### config.mk
export PLATFORM = sky130hd
export DESIGN_NAME = jif_core
export DESIGN_NICKNAME = d
export VERILOG_FILES = /design/src/rtl/jif_pkg.sv /design/src/rtl/jif_alu.sv /design/src/rtl/jif_core.sv
export SDC_FILE = /design/constraint.sdc
export NUM_CORES = 1
export LEC_CHECK = 0
export ABC_AREA = 1
export ABC_CLOCK_PERIOD_IN_PS = 24200
export CORE_MARGIN = 2
export CORE_UTILIZATION = 57
export CTS_CLUSTER_DIAMETER = 80
export CTS_CLUSTER_SIZE = 24
export DETAILED_ROUTE_END_ITERATION = 8
export PLACE_DENSITY = 0.75
export SETUP_SLACK_MARGIN = 0.5
export SYNTH_ARGS = -nofsm -noshare
export SYNTH_HDL_FRONTEND = slang
export SYNTH_SLANG_ARGS = --single-unit
### constraint.sdc
create_clock -name clock -period 24.2 [get_ports clock]
set_input_delay 4.84 -clock clock [delete_from_list [all_inputs] [get_ports clock]]
set_output_delay 4.84 -clock clock [all_outputs]
set_load 0.02 [all_outputs]
### src/rtl/jif_pkg.sv
`default_nettype none
//==============================================================================
// jif_pkg: opcodes, FSM states and instruction field positions for jif_core.
// Optional MUL is enabled by defining JIF_CORE_MUL_EN.  Revision: 1.0
//==============================================================================
package jif_pkg;

    typedef enum logic [3:0] {
        OP_NOP   = 4'd0,
        OP_ADD   = 4'd1,
        OP_SUB   = 4'd2,
        OP_AND   = 4'd3,
        OP_OR    = 4'd4,
        OP_XOR   = 4'd5,
        OP_LDI   = 4'd6,
        OP_LD    = 4'd7,
        OP_ST    = 4'd8,
        OP_JMP   = 4'd9,
        OP_BF    = 4'd10,
        OP_CMP   = 4'd11,
        OP_MUL   = 4'd12,
        OP_UND13 = 4'd13,
        OP_UND14 = 4'd14,
        OP_HALT  = 4'd15
    } opcode_t;

    typedef enum logic [2:0] {
        S_FETCH  = 3'd0,
        S_DECODE = 3'd1,
        S_EXEC   = 3'd2,
        S_MEM    = 3'd3,
        S_WB     = 3'd4,
        S_HALT   = 3'd5
    } state_t;

    localparam int F_OP_MSB  = 31;
    localparam int F_OP_LSB  = 28;
    localparam int F_RD_MSB  = 27;
    localparam int F_RD_LSB  = 24;
    localparam int F_RA_MSB  = 23;
    localparam int F_RA_LSB  = 20;
    localparam int F_RB_MSB  = 19;
    localparam int F_RB_LSB  = 16;
    localparam int F_IMM_MSB = 15;
    localparam int F_IMM_LSB = 0;

    // Undefined opcodes retire as NOP and raise the illegal pulse.
    function automatic logic op_illegal(input opcode_t op);
        case (op)
            OP_UND13, OP_UND14: return 1'b1;
`ifdef JIF_CORE_MUL_EN
            OP_MUL:             return 1'b0;
`else
            OP_MUL:             return 1'b1;
`endif
            default:            return 1'b0;
        endcase
    endfunction

endpackage
`default_nettype wire

### src/rtl/jif_alu.sv
`default_nettype none
//==============================================================================
// jif_alu: combinational ALU for jif_core; MUL present only with JIF_CORE_MUL_EN.
// Revision: 1.0
//==============================================================================
module jif_alu
    import jif_pkg::*;
#(
    parameter int XLEN = 32
)(
    input  opcode_t           op,
    input  logic [XLEN-1:0]   a,
    input  logic [XLEN-1:0]   b,
    output logic [XLEN-1:0]   result,
    output logic              flag_out
);

    logic [XLEN:0] sum;
    logic [XLEN:0] diff;

    // The extra top bit carries out of ADD and is the borrow of SUB.
    assign sum  = {1'b0, a} + {1'b0, b};
    assign diff = {1'b0, a} - {1'b0, b};

`ifdef JIF_CORE_MUL_EN
    logic [2*XLEN-1:0] prod;
    assign prod = {{XLEN{1'b0}}, a} * {{XLEN{1'b0}}, b};
`endif

    always_comb begin
        result   = '0;
        flag_out = 1'b0;
        case (op)
            OP_ADD: begin
                result   = sum[XLEN-1:0];
                flag_out = sum[XLEN];
            end
            OP_SUB: begin
                result   = diff[XLEN-1:0];
                flag_out = diff[XLEN];
            end
            OP_AND: result = a & b;
            OP_OR:  result = a | b;
            OP_XOR: result = a ^ b;
            OP_CMP: flag_out = (a == b);
`ifdef JIF_CORE_MUL_EN
            OP_MUL: begin
                result   = prod[XLEN-1:0];
                flag_out = |prod[2*XLEN-1:XLEN];
            end
`endif
            default: begin
                result   = '0;
                flag_out = 1'b0;
            end
        endcase
    end

endmodule
`default_nettype wire

### src/rtl/jif_core.sv
`default_nettype none
//==============================================================================
// jif_core: parametrised multicycle CPU with req/ready memory port.
// Define JIF_CORE_MUL_EN to add the MUL opcode.  Revision: 1.0
//==============================================================================
module jif_core
    import jif_pkg::*;
#(
    parameter int             XLEN     = 32,
    parameter int             NREGS    = 8,
    parameter int             AW       = 16,
    parameter logic [AW-1:0]  RESET_PC = '0
)(
    input  logic              clock,
    input  logic              reset,
    output logic [AW-1:0]     mem_addr,
    output logic [XLEN-1:0]   mem_wdata,
    input  logic [XLEN-1:0]   mem_rdata,
    output logic              mem_req,
    output logic              mem_we,
    input  logic              mem_ready,
    output logic              halted,
    output logic              illegal,
    output logic [AW-1:0]     pc_out
);

    localparam int IW = $clog2(NREGS);

    state_t             state;
    state_t             next_state;

    logic [31:0]        instr;
    logic [XLEN-1:0]    regs [NREGS];
    logic [NREGS-1:0]   flags;
    logic [XLEN-1:0]    opa;
    logic [XLEN-1:0]    opb;
    logic               fa;
    logic [XLEN-1:0]    res;
    logic               fres;
    logic [AW-1:0]      pc;
    logic [AW-1:0]      npc;

    opcode_t            op;
    logic [3:0]         rd;
    logic [3:0]         ra;
    logic [3:0]         rb;
    logic [XLEN-1:0]    sext;
    logic [XLEN-1:0]    alu_res;
    logic               alu_flag;
    logic [AW-1:0]      pc_inc;
    logic [AW-1:0]      ea_w;
    logic [AW-1:0]      npc_w;
    logic               wr_reg;
    logic               wr_flag;

    logic               req_d;
    logic               we_d;
    logic [AW-1:0]      addr_d;
    logic [XLEN-1:0]    wdata_d;
    logic               halted_d;
    logic               illegal_d;

    assign op     = opcode_t'(instr[F_OP_MSB:F_OP_LSB]);
    assign rd     = instr[F_RD_MSB:F_RD_LSB];
    assign ra     = instr[F_RA_MSB:F_RA_LSB];
    assign rb     = instr[F_RB_MSB:F_RB_LSB];
    assign sext   = {{(XLEN-16){instr[F_IMM_MSB]}}, instr[F_IMM_MSB:F_IMM_LSB]};
    assign pc_out = pc;

    // Indices beyond the implemented register count read as zero and drop writes.
    function automatic logic idx_ok(input logic [3:0] i);
        return int'(i) < NREGS;
    endfunction

    jif_alu #(
        .XLEN     (XLEN)
    ) u_alu (
        .op       (op),
        .a        (opa),
        .b        (opb),
        .result   (alu_res),
        .flag_out (alu_flag)
    );

    always_comb begin
        pc_inc = pc + AW'(1);
        ea_w   = opa[AW-1:0] + sext[AW-1:0];
        case (op)
            OP_JMP:  npc_w = ea_w;
            OP_BF:   npc_w = fa ? (pc_inc + sext[AW-1:0]) : pc_inc;
            default: npc_w = pc_inc;
        endcase
    end

    always_comb begin
        wr_reg  = 1'b0;
        wr_flag = 1'b0;
        case (op)
            OP_ADD, OP_SUB, OP_AND, OP_OR, OP_XOR: begin
                wr_reg  = 1'b1;
                wr_flag = 1'b1;
            end
            OP_LDI, OP_LD: wr_reg  = 1'b1;
            OP_CMP:        wr_flag = 1'b1;
            OP_MUL: begin
                wr_reg  = !op_illegal(op);
                wr_flag = !op_illegal(op);
            end
            default: begin
                wr_reg  = 1'b0;
                wr_flag = 1'b0;
            end
        endcase
    end

    always_ff @(posedge clock or posedge reset) begin
        if (reset) begin
            state <= S_FETCH;
        end else begin
            state <= next_state;
        end
    end

    // Outputs are registered from their next values so each state drives the bus
    // from its very first cycle.
    always_comb begin
        next_state = state;
        req_d      = mem_req;
        we_d       = mem_we;
        addr_d     = mem_addr;
        wdata_d    = mem_wdata;
        halted_d   = halted;
        illegal_d  = 1'b0;
        case (state)
            S_FETCH: begin
                req_d  = 1'b1;
                we_d   = 1'b0;
                addr_d = pc;
                if (mem_req && mem_ready) begin
                    next_state = S_DECODE;
                    req_d      = 1'b0;
                end
            end
            S_DECODE: next_state = S_EXEC;
            S_EXEC: begin
                case (op)
                    OP_LD, OP_ST: begin
                        next_state = S_MEM;
                        req_d      = 1'b1;
                        we_d       = (op == OP_ST);
                        addr_d     = ea_w;
                        wdata_d    = opb;
                    end
                    OP_HALT: begin
                        next_state = S_HALT;
                        halted_d   = 1'b1;
                    end
                    default: begin
                        next_state = S_WB;
                        illegal_d  = op_illegal(op);
                    end
                endcase
            end
            S_MEM: begin
                if (mem_req && mem_ready) begin
                    next_state = S_WB;
                    req_d      = 1'b0;
                    we_d       = 1'b0;
                end
            end
            S_WB: begin
                next_state = S_FETCH;
                req_d      = 1'b1;
                we_d       = 1'b0;
                addr_d     = npc;
            end
            S_HALT: begin
                req_d    = 1'b0;
                halted_d = 1'b1;
            end
            default: next_state = S_FETCH;
        endcase
    end

    always_ff @(posedge clock or posedge reset) begin
        if (reset) begin
            mem_req   <= 1'b0;
            mem_we    <= 1'b0;
            mem_addr  <= RESET_PC;
            mem_wdata <= '0;
            halted    <= 1'b0;
            illegal   <= 1'b0;
        end else begin
            mem_req   <= req_d;
            mem_we    <= we_d;
            mem_addr  <= addr_d;
            mem_wdata <= wdata_d;
            halted    <= halted_d;
            illegal   <= illegal_d;
        end
    end

    always_ff @(posedge clock or posedge reset) begin
        if (reset) begin
            pc    <= RESET_PC;
            npc   <= RESET_PC;
            instr <= '0;
            opa   <= '0;
            opb   <= '0;
            fa    <= 1'b0;
            res   <= '0;
            fres  <= 1'b0;
            flags <= '0;
            for (int i = 0; i < NREGS; i++) begin
                regs[i] <= '0;
            end
        end else begin
            case (state)
                S_FETCH: begin
                    if (mem_req && mem_ready) begin
                        instr <= mem_rdata[31:0];
                    end
                end
                S_DECODE: begin
                    opa <= idx_ok(ra) ? regs[ra[IW-1:0]] : '0;
                    opb <= idx_ok(rb) ? regs[rb[IW-1:0]] : '0;
                    fa  <= idx_ok(ra) ? flags[ra[IW-1:0]] : 1'b0;
                end
                S_EXEC: begin
                    res  <= (op == OP_LDI) ? sext : alu_res;
                    fres <= alu_flag;
                    npc  <= npc_w;
                end
                S_MEM: begin
                    if (mem_req && mem_ready && !mem_we) begin
                        res <= mem_rdata;
                    end
                end
                S_WB: begin
                    pc <= npc;
                    if (wr_reg && idx_ok(rd)) begin
                        regs[rd[IW-1:0]] <= res;
                    end
                    if (wr_flag && idx_ok(rd)) begin
                        flags[rd[IW-1:0]] <= fres;
                    end
                end
                default: begin
                    pc <= pc;
                end
            endcase
        end
    end

endmodule
`default_nettype wire

==> flow_summary.yaml <==
synth:
  yosys_warnings: 0
  syn_nets: 4575
  synth_seq_cells: 481
  seq_area_frac_synth_pct: 38.3
  netlist_instances: 4401
  synthArstFlopShare_pct: 100
  syn_area_per_cell_sq_um: 7.14
  synth_cell_types: 57
  syn_area_sq_um: 31400
  ys.flop_type: "dfrtp_1"
  synth_edf_count: 0
cells_and_area:
  area_growth_pct: 5.66
  n_antenna_cell: 0
  drive_gt1_share_pct: 3.21
  final_common_cell: "nand2_1"
  final_nets: 4490
  final_cell_mix: "1090 x nand2_1, 552 x inv_1, 484 x o21ai_0"
  fin_cells: 5035
detailed_routing:
  first_pass_iters: 6
  via_per_inst: 6.04
  ant_nets: 0
  drc_errors: 0
  wl_per_cell_um: 20.8
  routed_wirelength_mm: 105
  drt_iter0_drc: 3741
  vias: 30400
placed_design:
  port_buffers: 102
  place_ws_ns: 17.12
  place_congestion: 1.04
  placed_cells: 4989
  dp_hpwl_mm: 73.8
sta:
  drv_slew: 0
  clock_skew_ns: 0.0309
  tightestPinTransition_ns: 1.24
  fin_ws_ns: 17.56
  hold_viol_final: 0
  fin_setup_tns_ns: 0
  final-setup-viol-count: 0
  relSlewSlack_pct: 17.0
  max_freq_ghz: 0.151
  min_period_over_period_pct: 27.4
  rsz0062_at_grt: "false"
  period_needed_ns: 6.64
run:
  maxCapViolCount: 0
critical_path:
  path_cells: "clkdlybuf4s50_1"
  slowest_delay_ns: 0.67
  cp.arrival_ns: 1.80
  cp-start-kind: "flop"
  setup.worst_path.end_class: "primary output"
  cp_num_buf_inv: 1
  path_max_fanout: 9
  cp_data_required_time_ns: 19.36
  rr_worst_depth: 7
  r2r_slack_ns: 20.47
  crit_type: "reg2out"
  regToRegStartpoint: "instr[16]"
  r2r-end: "opb[24]"
  slowest_stage: "clkdlybuf4s50_1"
  crit_family: "buffers and inverters"
clocking:
  cts.htree.levels: 1
  cts_hold_buf: 0
  insertion_delay_ns: 0.63
  cts.clk_slew.worst_paths_ns: 0.10
  clock_path_buffers: 3
  cts.repair.resized: 0
  cts_tree: "yes"
  numCtsBuffers: 29
  cts_sinks: 481
  cts_setup_buffers: 0
  root_buffer: "clkbuf_16"
pwr:
  peakVddDrop_v: 0.0000983
  power_switching_w: 0.00221
  power_leakage_nw: 15.6
  internal_power_w: 0.00196
  p_per_area_nw_per_um2: 126
  p_comb_share_pct: 56.5
  power.share.clock_pct: 13.0
  switching_share_pct: 52.9
  seqPwrFrac_pct: 30.5
floorplanning:
  start_util_pct: 57.4
  rows: 86
  die_x_um: 239
  dieArea_sq_um: 57000
  die_h_um: 239
  io_pins: 103
  design.core.area_sq_um: 54800
min_path:
  hold_path_end: "halted"
  hold_start: "halted"
  hp-class: "reg2reg"
  holdPathStages: 2
global_route:
  grt_max_degree: 174
  grt_remaining_overflow: 0
  grt_pass1_vias: 27500
  antenna_found_initial: 6
  grt_first_pass_wirelength_mm: 161
  grt_usage_pct: 36.5
run_status:
  status: "complete, no violations"
-- layer usage --
| layer | part of all wire, % | global-route usage (%) | routed length, um |
|---|---|---|---|
| met1 | 43 | 53.4 | 45400 |
| met2 | 43 | 54.8 | 44800 |
| met3 | 11 | 7.12 | 11300 |
| met4 | 3.1 | 10.9 | 3270 |
| met5 | 0.033 | 0 | 35 |
-- cells in the mapped netlist (all sizes together), types with 44 or more instances --
library cell / number / share of area (%)
nor2: 282 / 3.5
o21ai: 753 / 12
inv: 563 / 6.7
dfrtp: 481 / 38
clkbuf: 140 / 1.7
nand2: 1103 / 14
ha: 135 / 5.4
nand3: 240 / 3.8
a21oi: 257 / 4.1
buf: 103 / 2.6
o211ai: 143 / 3.4
nand4: 44 / 0.88
-- power by group through the flow --
stage                     Clock, W  Combinational [W]  Sequential [W]
after floorplan                  0            0.00159         0.00120
after global routing      0.000575            0.00259         0.00130
after detailed placement         0            0.00228         0.00128
after CTS                 0.000548            0.00229         0.00126
after global placement           0            0.00226         0.00127
final                     0.000543            0.00236         0.00127
-- sequential cells by signal, summed over array words and instances, names as in the netlist, 8 cells and up --
register	count
regs	256
instr	32
mem_wdata	32
opa	32
opb	32
res	32
mem_addr	16
npc	16
pc_out	16
flags	8
-- worst max-delay path by stage --
stage | startpoint | to | slack (ns) | cells past startpoint
after global placement | reset | instr[20] | 17.11 | 3
final | pc_out[4] | pc_out[4] | 17.56 | 1
after detailed placement | reset | instr[20] | 17.12 | 3
after CTS | pc_out[4] | pc_out[4] | 17.54 | 1
after global routing | reset | instr[20] | 17.50 | 3
after floorplan | reset | fa | 5.94 | 1
-- area by class of cell --
cell class	instances	area, sq um
repair buffers	127	1220
multi-input cells	3112	16000
flip-flops and latches	481	12100
clock inverters	14	188
well taps	704	881
fillers	5138	21600
inverters	565	2130
clock buffers	32	747
-- cells by family (layout without fill, tap and decap cells) --
family                   count (synthesis)  in the layout  synth area share [%]
XOR/XNOR                                15             15                 0.418
buffers and inverters                  808            738                  11.0
adder cells (fa/ha/maj)                139            139                  5.63
AO/OA/AOI/OAI                         1235           1235                  21.7
AND/OR/NAND/NOR                       1716           1716                  22.7
multiplexers                             7              7                 0.243
flip-flops                             481            481                  38.3
-- through the flow --
| stage | power, W | hold WS, ns | area (sq um) | util [%] |
|---|---|---|---|---|
| 2_1_floorplan | 0.00279 | 0.449 | 31400 | - |
| 3_3_place_gp | 0.00353 | 0.444 | 32300 | 58.9 |
| 3_5_place_dp | 0.00356 | 0.452 | 32300 | 58.9 |
| 4_1_cts | 0.00410 | 0.474 | 33200 | 60.6 |
| 5_1_grt | 0.00446 | 0.495 | 33200 | 60.6 |
| 6_report | 0.00418 | 0.465 | 33200 | 60.6 |
Power figures use the tool's default switching activity.
